File: src/rtl/mem_write_ctrl.sv
// mem_write_ctrl: write-side bus sequencer downstream of mem_traverse.
// Latches a data word and the current {band,row,col} on a valid/ready accept.
// Then runs a timed CE/WE cycle (setup, strobe, hold) on the external memory.
// Finally pulses trav_step so mem_traverse moves to the next location.
// Optional feature macro: MEM_WR_CRC_EN adds crc_out, a CRC-16-CCITT running
// over every accepted word (poly 0x1021, init 0xFFFF, MSB first).
module mem_write_ctrl #(
    parameter int unsigned BAND_W     = 2,
    parameter int unsigned ROW_W      = 15,
    parameter int unsigned COL_W      = 10,
    parameter int unsigned DATA_W     = 16,
    parameter int unsigned SETUP_CYC  = 1,
    parameter int unsigned STROBE_CYC = 2,
    parameter int unsigned HOLD_CYC   = 1
) (
    input  logic                            clk,
    input  logic                            rst_n,
    input  logic                            enable,
    input  logic [DATA_W-1:0]               wr_data,
    input  logic                            wr_valid,
    output logic                            wr_ready,
    input  logic [BAND_W-1:0]               trav_band,
    input  logic [ROW_W-1:0]                trav_row,
    input  logic [COL_W-1:0]                trav_col,
    input  logic                            trav_full,
    output logic                            trav_step,
    output logic [BAND_W+ROW_W+COL_W-1:0]   mem_addr,
    output logic [DATA_W-1:0]               mem_data,
    output logic                            mem_ce_n,
    output logic                            mem_we_n,
    output logic                            busy,
    output logic [31:0]                     words_written,
    output logic                            overflow
`ifdef MEM_WR_CRC_EN
    ,
    output logic [15:0]                     crc_out
`endif
);

    localparam int unsigned ADDR_W = BAND_W + ROW_W + COL_W;
    localparam int unsigned CNT_W  = 4;

    typedef enum logic [2:0] {
        S_IDLE,
        S_SETUP,
        S_STROBE,
        S_HOLD,
        S_STEP
    } state_t;

    state_t              state_q, state_d;
    logic [CNT_W-1:0]    cnt_q, cnt_d;
    logic                ce_n_q, ce_n_d;
    logic                we_n_q, we_n_d;
    logic [ADDR_W-1:0]   addr_q, addr_d;
    logic [DATA_W-1:0]   data_q, data_d;
    logic                step_q, step_d;
    logic                busy_q, busy_d;
    logic [31:0]         words_q, words_d;
    logic                ovf_q, ovf_d;
    logic                accept;

`ifdef MEM_WR_CRC_EN
    logic [15:0]         crc_q, crc_d;

    // One CRC-16-CCITT update over a full data word, MSB first.
    function automatic logic [15:0] crc16_upd(input logic [15:0] crc_in,
                                              input logic [DATA_W-1:0] din);
        logic [15:0] c;
        logic        fb;
        c = crc_in;
        for (int i = DATA_W - 1; i >= 0; i--) begin
            fb = c[15] ^ din[i];
            c  = {c[14:0], 1'b0};
            if (fb) begin
                c = c ^ 16'h1021;
            end
        end
        return c;
    endfunction
`endif

    // enable and trav_full only matter while idle; a started write always finishes
    assign wr_ready = (state_q == S_IDLE) && enable && !trav_full;
    assign accept   = wr_valid && wr_ready;

    // Next-state and registered-output logic for the write sequence
    always_comb begin
        state_d = state_q;
        cnt_d   = cnt_q;
        ce_n_d  = ce_n_q;
        we_n_d  = we_n_q;
        addr_d  = addr_q;
        data_d  = data_q;
        step_d  = 1'b0;
        words_d = words_q;
        ovf_d   = ovf_q;
`ifdef MEM_WR_CRC_EN
        crc_d   = crc_q;
`endif
        case (state_q)
            S_IDLE: begin
                if (wr_valid && enable && trav_full) begin
                    ovf_d = 1'b1;
                end
                if (accept) begin
                    data_d  = wr_data;
                    addr_d  = {trav_band, trav_row, trav_col};
                    ce_n_d  = 1'b0;
                    cnt_d   = CNT_W'(SETUP_CYC - 1);
                    state_d = S_SETUP;
`ifdef MEM_WR_CRC_EN
                    crc_d   = crc16_upd(crc_q, wr_data);
`endif
                end
            end
            S_SETUP: begin
                if (cnt_q == '0) begin
                    we_n_d  = 1'b0;
                    cnt_d   = CNT_W'(STROBE_CYC - 1);
                    state_d = S_STROBE;
                end else begin
                    cnt_d = cnt_q - CNT_W'(1);
                end
            end
            S_STROBE: begin
                if (cnt_q == '0) begin
                    we_n_d  = 1'b1;
                    cnt_d   = CNT_W'(HOLD_CYC - 1);
                    state_d = S_HOLD;
                end else begin
                    cnt_d = cnt_q - CNT_W'(1);
                end
            end
            S_HOLD: begin
                if (cnt_q == '0) begin
                    ce_n_d  = 1'b1;
                    step_d  = 1'b1;
                    state_d = S_STEP;
                end else begin
                    cnt_d = cnt_q - CNT_W'(1);
                end
            end
            S_STEP: begin
                if (words_q != 32'hFFFF_FFFF) begin
                    words_d = words_q + 32'd1;
                end
                state_d = S_IDLE;
            end
            default: begin
                state_d = S_IDLE;
                ce_n_d  = 1'b1;
                we_n_d  = 1'b1;
            end
        endcase
        busy_d = (state_d != S_IDLE);
    end

    // State and output registers; reset drops CE/WE immediately
    always_ff @(posedge clk or negedge rst_n) begin
        if (!rst_n) begin
            state_q <= S_IDLE;
            cnt_q   <= '0;
            ce_n_q  <= 1'b1;
            we_n_q  <= 1'b1;
            addr_q  <= '0;
            data_q  <= '0;
            step_q  <= 1'b0;
            busy_q  <= 1'b0;
            words_q <= '0;
            ovf_q   <= 1'b0;
        end else begin
            state_q <= state_d;
            cnt_q   <= cnt_d;
            ce_n_q  <= ce_n_d;
            we_n_q  <= we_n_d;
            addr_q  <= addr_d;
            data_q  <= data_d;
            step_q  <= step_d;
            busy_q  <= busy_d;
            words_q <= words_d;
            ovf_q   <= ovf_d;
        end
    end

`ifdef MEM_WR_CRC_EN
    // Running CRC over accepted words
    always_ff @(posedge clk or negedge rst_n) begin
        if (!rst_n) begin
            crc_q <= 16'hFFFF;
        end else begin
            crc_q <= crc_d;
        end
    end

    assign crc_out = crc_q;
`endif

    assign trav_step     = step_q;
    assign mem_addr      = addr_q;
    assign mem_data      = data_q;
    assign mem_ce_n      = ce_n_q;
    assign mem_we_n      = we_n_q;
    assign busy          = busy_q;
    assign words_written = words_q;
    assign overflow      = ovf_q;

endmodule

File: config.mk
export PLATFORM = sky130hd
export DESIGN_NAME = mem_write_ctrl
export DESIGN_NICKNAME = d
export VERILOG_FILES = /design/src/rtl/mem_write_ctrl.sv
export SDC_FILE = /design/constraint.sdc
export NUM_CORES = 1
export LEC_CHECK = 0
export ABC_AREA = 1
export CORE_MARGIN = 5
export CORE_UTILIZATION = 45
export DETAILED_ROUTE_END_ITERATION = 7
export PLACE_DENSITY = 0.73
export SYNTH_ARGS = -nofsm -noshare
export SYNTH_HDL_FRONTEND = slang
export SYNTH_SLANG_ARGS = --single-unit
File: constraint.sdc
create_clock -name clk -period 4.4 [get_ports clk]
set_clock_uncertainty 0.1 [all_clocks]
set_input_delay 0.66 -clock clk [delete_from_list [all_inputs] [get_ports clk]]
set_output_delay 0.66 -clock clk [all_outputs]
set_load 0.005 [all_outputs]
==> run metrics <==
TNS Setup 0 ns; Finish-stage setup viols 0; # Max-Cap Violations 0; Slew Limit Fails 0; Global Route met2 Usage 34.39%; outcome finished clean; GRT Total Usage 21.63%; Starting Density 46.01%; register area share after synthesis 48.69%; Antenna Cells 0; Hold WS 0.3733 ns; Static Leak 2.857 nW; Unique masters post-synth 31; Worst-Skew Late Latency 0.36 ns; post-DR vias/cell 4.856; vias after detailed routing 4249; Max Fclk 0.3639 GHz; DRC 0; worst min path class flip-flop to flip-flop; FP Rows 36; unrepaired setup endpoints after global routing no; share of Yosys cell area claimed by the top area cell type 47.51%; Layout Nets 787; number of synthesized register bits 87; GRT Residual Overflow 0; critical path type input pin to output port; Synth-to-Final Area Change 35.24%; vias in the first global route 4274; Synthesis Warnings 0; Worst setup EP type output port; Port Buffers 128; Synth area leader dfrtp_1; hold buffers post-CTS 0; number of cells on the worst reg-to-reg path 8; share of layout cells above drive strength 1 5.930%; DR WL/cell 13.64 µm; clk root buf clkbuf_8; I/O pins 129; Tcrit/Tclk final 62.45%; hold path startpoint mem_ce_n; Worst-Margin Slew 1.072 ns; Area contributors post-synth dfrtp_1 48%, nand2_1 28%, nor2_1 4.9%; global-route track usage on met1 26.84%; Placer Congestion 0.9763; hold depth 2; die span in x 109.7 µm; largest net degree at the start of global routing 88; Post-CTS Setup Inserts 0; Final Hold Viols 0; Final HPWL DP 8750 µm; CTS tree yes; Worst setup SP type input pin; Routed WL 11940 µm; R2R setup slack 2.09 ns; Syn Area/Cell 7.339 µm²; final critical-path required period 2.748 ns; Critical Path RT 3.64 ns; Syn Std Cell Area 0.004477 mm²; Die H 109.7 µm; clock buffer depth 2; Critical R2R Capture mem_data[0]; H-tree depth 3; core area 0.009729 mm²; Net Count, Synth 660; Slew headroom 28.52%; # resized after CTS 0; first-pass GRT wire length 20390 µm; VDD IR max 0.0003039 V; Initial DRC Count 196; Clock transition at path regs 0.09 ns; Post-synth EDFFs 0; Die ar. 0.01204 mm²; clk sinks 87; Fillers 898; initial antenna violation count 0; R2R Path Start state_q[2]; busiest grt layer met2; Inserted Clock Buffers 9; critical path fanouts, max 3; post-synthesis async set-or-reset flop share 100.0%; Syn Inst Count 610; met3 Track Usage GR 8.867%; Pwr Density 488.5 mW/mm²; router iterations before antenna repair 4; Worst EP arrival 1.99 ns; Routed Antenna Nets 0; Pwr Total 2.957 mW; Most used DFF post-synth dfrtp_1; WHS Endpoint mem_ce_n
cells in the mapped netlist, types with 4 or more instances:
| cell | instances |
|---|---|
| buf_4 | 4 |
| buf_6 | 4 |
| dfrtp_1 | 85 |
| inv_1 | 35 |
| nand2_1 | 328 |
| nand2_2 | 12 |
| nand3_1 | 26 |
| nand4_1 | 6 |
| nor2_1 | 59 |
| nor2_4 | 5 |
| xnor2_1 | 8 |
| xor2_1 | 6 |
through the flow:
stage / utilization, % / setup slack (ns) / area (µm²) / cells
after floorplan: - / 2.669 / 4477 / 610
after global placement: 59.85 / 1.657 / 5823 / 859
after detailed placement: 59.85 / 1.545 / 5823 / 859
after CTS: 62.23 / 1.649 / 6055 / 875
after global routing: 62.23 / 1.555 / 6055 / 875
final: 62.23 / 1.652 / 6055 / 875
layer usage:
layer  vias up  share of wire [%]
met5         -                  0
met4         0                1.7
met3        14                 10
met2       152                 46
met1      1963                 42
li1       2120                  -
layout by cell type (no fill, tap or decap), drive strengths merged:
cell and count:
a21oi 2, a22oi 1, a31oi 1, buf 2
bufinv 2, clkbuf 12, clkdlybuf4s50 127, clkinvlp 1
dfrtp 85, dfstp 2, ha 2, inv 40
nand2 343, nand3 26, nand4 6, nor2 64
nor3 3, o2111ai 1, o211ai 1, o21ai 6
o21bai 1, xnor2 8, xor2 6
layout make-up:
cell class | count | area (µm²) | share of cell area (%)
clock buffer | 12 | 155.1 | 2.563
clock inverter | 4 | 76.32 | 1.261
inverter | 39 | 151.4 | 2.501
multi-input combinational | 471 | 2039 | 33.68
sequential | 87 | 2180 | 36.00
tap | 133 | 166.4 | 2.749
timing repair buffer | 129 | 1286 | 21.24
sequential cells by signal, indices dropped and copies added, names as in the netlist:
| register | count |
|---|---|
| busy | 1 |
| cnt_q | 4 |
| mem_addr | 27 |
| mem_ce_n | 1 |
| mem_data | 16 |
| mem_we_n | 1 |
| overflow | 1 |
| state_q | 3 |
| trav_step | 1 |
| words_written | 32 |
kinds of logic (layout without fill, tap and decap cells):
| family | after synthesis | in the layout | synth area share, % |
|---|---|---|---|
| and+or+nand+nor | 442 | 442 | 40.53 |
| adders and majority gates | 2 | 2 | 0.5589 |
| DFF | 87 | 87 | 48.69 |
| xor gates and xnor gates | 14 | 14 | 2.739 |
| AOI/OAI and AO/OA | 13 | 13 | 1.733 |
| buffers and inverters | 52 | 184 | 5.757 |
worst max-delay path by stage:
stage	from	endpoint	cells past startpoint	slack, ns
after global placement	enable	mem_data[2]	8	1.66
final	enable	wr_ready	4	1.65
after floorplan	words_written[0]	words_written[3]	11	2.67
after detailed placement	enable	mem_data[0]	8	1.54
after CTS	enable	wr_ready	4	1.65
after global routing	enable	wr_ready	4	1.55
where the power goes:
group | switching, mW | total (mW) | internal [mW]
clock | 0.299 | 0.653 | 0.354
combinational | 0.495 | 1.09 | 0.591
sequential | 0.166 | 1.22 | 1.05
total | 0.961 | 2.96 | 2.00
worst max-delay path, cell delays in order:
cell and delay (ns):
clkdlybuf4s50_1 0.50, inv_1 0.06, nor3_2 0.22, clkdlybuf4s50_1 0.54
No activity file was read; power rests on OpenSTA's default activity.
==> edit, RTL diff (same flow settings) <==
Register the output `overflow` once more, cleared by the reset; this adds one clock of latency there. The other outputs are not delayed to match.
--- a/src/rtl/mem_write_ctrl.sv
+++ b/src/rtl/mem_write_ctrl.sv
@@ -204,5 +204,11 @@
     assign busy          = busy_q;
     assign words_written = words_q;
-    assign overflow      = ovf_q;
+    always_ff @(posedge clk or negedge rst_n) begin
+        if (!rst_n) begin
+            overflow <= '0;
+        end else begin
+            overflow <= ovf_q;
+        end
+    end
 
 endmodule
Function: changed (Yosys sat finds a counterexample within 4 cycles, from zero or initial values and one cycle with rst_n low).
==> edit against the unedited design <==
- design area fell by 0.12%
- wire length rose by 2.3%
- synthesized area rose by 1.6%
- power fell by 3.1%
- setup slack got worse by 0.0082 ns
- critical path depth fell by 1
- sequential cell count rose by 1
- synthesized cell count rose by 0.49%
- critical path type unchanged
- critical endpoint unchanged
==> edit: results (changes against the unedited design) <==
| Metric | Value |
|---|---|
| Clk buf depth | `2 (unchanged)` |
| Slew Limit Headroom | `50.9% (+22 points)` |
| GR Layer Usage met2 | `33.3% (-1.1 points)` |
| Largest net degree at the start of global routing | `60 (-32%)` |
| Via density per instance | `4.83 (-0.44%)` |
| Total CTS buffers | `9 (unchanged)` |
| Root buffer cell | `clkbuf_8` |
| TritonRoute pass-1 iters | `4 (unchanged)` |
| Worst-path clk slew | `0.09 ns (about the same)` |
| Net Sw Frac | `34.3% (+1.8 points)` |
| IO Port Bufs | `128 (unchanged)` |
| M1 WL | `5130 µm (+2.4%)` |
| Width of the die | `111 µm (+0.75%)` |
| Final Net Count | `790 (+0.38%)` |
| Met3 WL post-DR | `1170 µm (-4.7%)` |
| Status | `completed` |
| DP Worst Slack | `1.58 ns (+0.0352 ns)` |
| Tot GR Track Use | `20.5% (-1.2 points)` |
| GR Util met1 | `24.1% (-2.7 points)` |
| DR WL met2 | `5610 µm (+2.0%)` |
| Commonest cells in the netlist | `nand2_1, dfrtp_1, nor2_1, inv_1, nand3_1` |
| Syn_area_per_cell | `7.42 µm² (+1.2%)` |
| Asr flop ratio synth | `100% (unchanged)` |
| Post-CTS setup buffers | `0 (unchanged)` |
| Register area share after synthesis | `48.4% (-0.24 points)` |
| GR met3 Demand/Resource | `8.10% (-0.77 points)` |
| Hold Crit Class | `in -> async` |
| Net count after synthesis | `664 (+0.61%)` |
| 1st-iter DRT viols | `206 (+5.1%)` |
| Synth unique cells | `27 (-13%)` |
| H-tree Lvls | `3 (unchanged)` |
| Fin cells | `877 (+0.23%)` |
| Diodes inserted | `0 (unchanged)` |
| Clock Latency Late Sink | `0.36 ns (about the same)` |
| DP HPWL | `9140 µm (+4.4%)` |
| Routability cong. | `0.941 (-3.6%)` |
| Share of layout cells above drive strength 1 | `6.05% (+0.12 points)` |
| First-pass GRT wire length | `20800 µm (+1.9%)` |
| Layout fillers | `899 (+0.11%)` |
| Initial antenna violation count | `0 (unchanged)` |
| WP data arrival | `approximately 2.0 ns` |
| Crit path max fanout | `3 (unchanged)` |
| Vias in the first global route | `4367 (+2.2%)` |
| Synth warnings | `0 (unchanged)` |
| Post-CTS Resized | `0 (unchanged)` |
| Largest cells by area after synthesis | `dfrtp_1, nand2_1, nor2_1, nand3_1, inv_1` |
| Placed Cells | `861 (+0.23%)` |
| IR drop worst, VDD | `0.297 mV (-2.2%)` |
| Leakage | `2.85 nW (-0.18%)` |
| Post-Route WL | `12200 µm (+2.3%)` |
| Number of flip-flops in the largest register | `32 (unchanged)` |
| Highest Signal Layer | `met4` |
| Final hold vios | `0 (unchanged)` |
| Area post-placement | `5870 µm² (+0.86%)` |
-- edit: cell types whose count changed in the layout (fill, tap and decap cells not counted), moves of 3 or more --
cell      unedited run  this run
o21ai_0              3         8
nand2_1            328       321
clkinv_2             0         3
nand3_1             26        30
o21ai_1              3         0
-- edit: cell families after synthesis --
logic type / synth area share (%)
AO/OA/AOI/OAI: 1.40
flip-flops: 48.4
buffers and inverters: 6.21
AND/OR/NAND/NOR: 40.4
XOR/XNOR: 2.69
adder cells (fa/ha/maj): 0.825
-- edit: final timing paths --
kind / startpoint / end / slack [ns] / depth (start not counted)
max: trav_full / wr_ready / 1.64 / 3
min: rst_n / words_written[26] / 0.27 / 1
max reg2reg: state_q[2] / mem_data[5] / 2.12 / 7
min reg2reg: ovf_q / overflow / 0.29 / 0
max in group asynchronous: rst_n / mem_addr[3] / 3.06 / 2
min in group clk: ovf_q / overflow / 0.29 / 0
-- edit: cell type report --
type | instances | area, µm² | share of cell area, %
sequential | 88 | 2200 | 36.5
multi-input combinational | 472 | 2060 | 34.1
timing repair buffer | 129 | 1290 | 21.3
tap | 133 | 166 | 2.75
inverter | 39 | 153 | 2.52
clock buffer | 11 | 141 | 2.34
clock inverter | 5 | 32.5 | 0.538
-- edit: critical path, stage by stage --
cell	delay, ns
clkdlybuf4s50_1	0.48
nor3b_4	0.30
clkdlybuf4s50_1	0.55
-- edit: power by group through the flow --
stage          Clock [W]  Combinational [W]  Sequential (W)
2_1_floorplan          0           0.000484         0.00123
3_3_place_gp           0            0.00110         0.00124
3_5_place_dp           0            0.00114         0.00124
4_1_cts         0.000532            0.00114         0.00124
5_1_grt         0.000561            0.00125         0.00127
6_report        0.000515            0.00112         0.00124
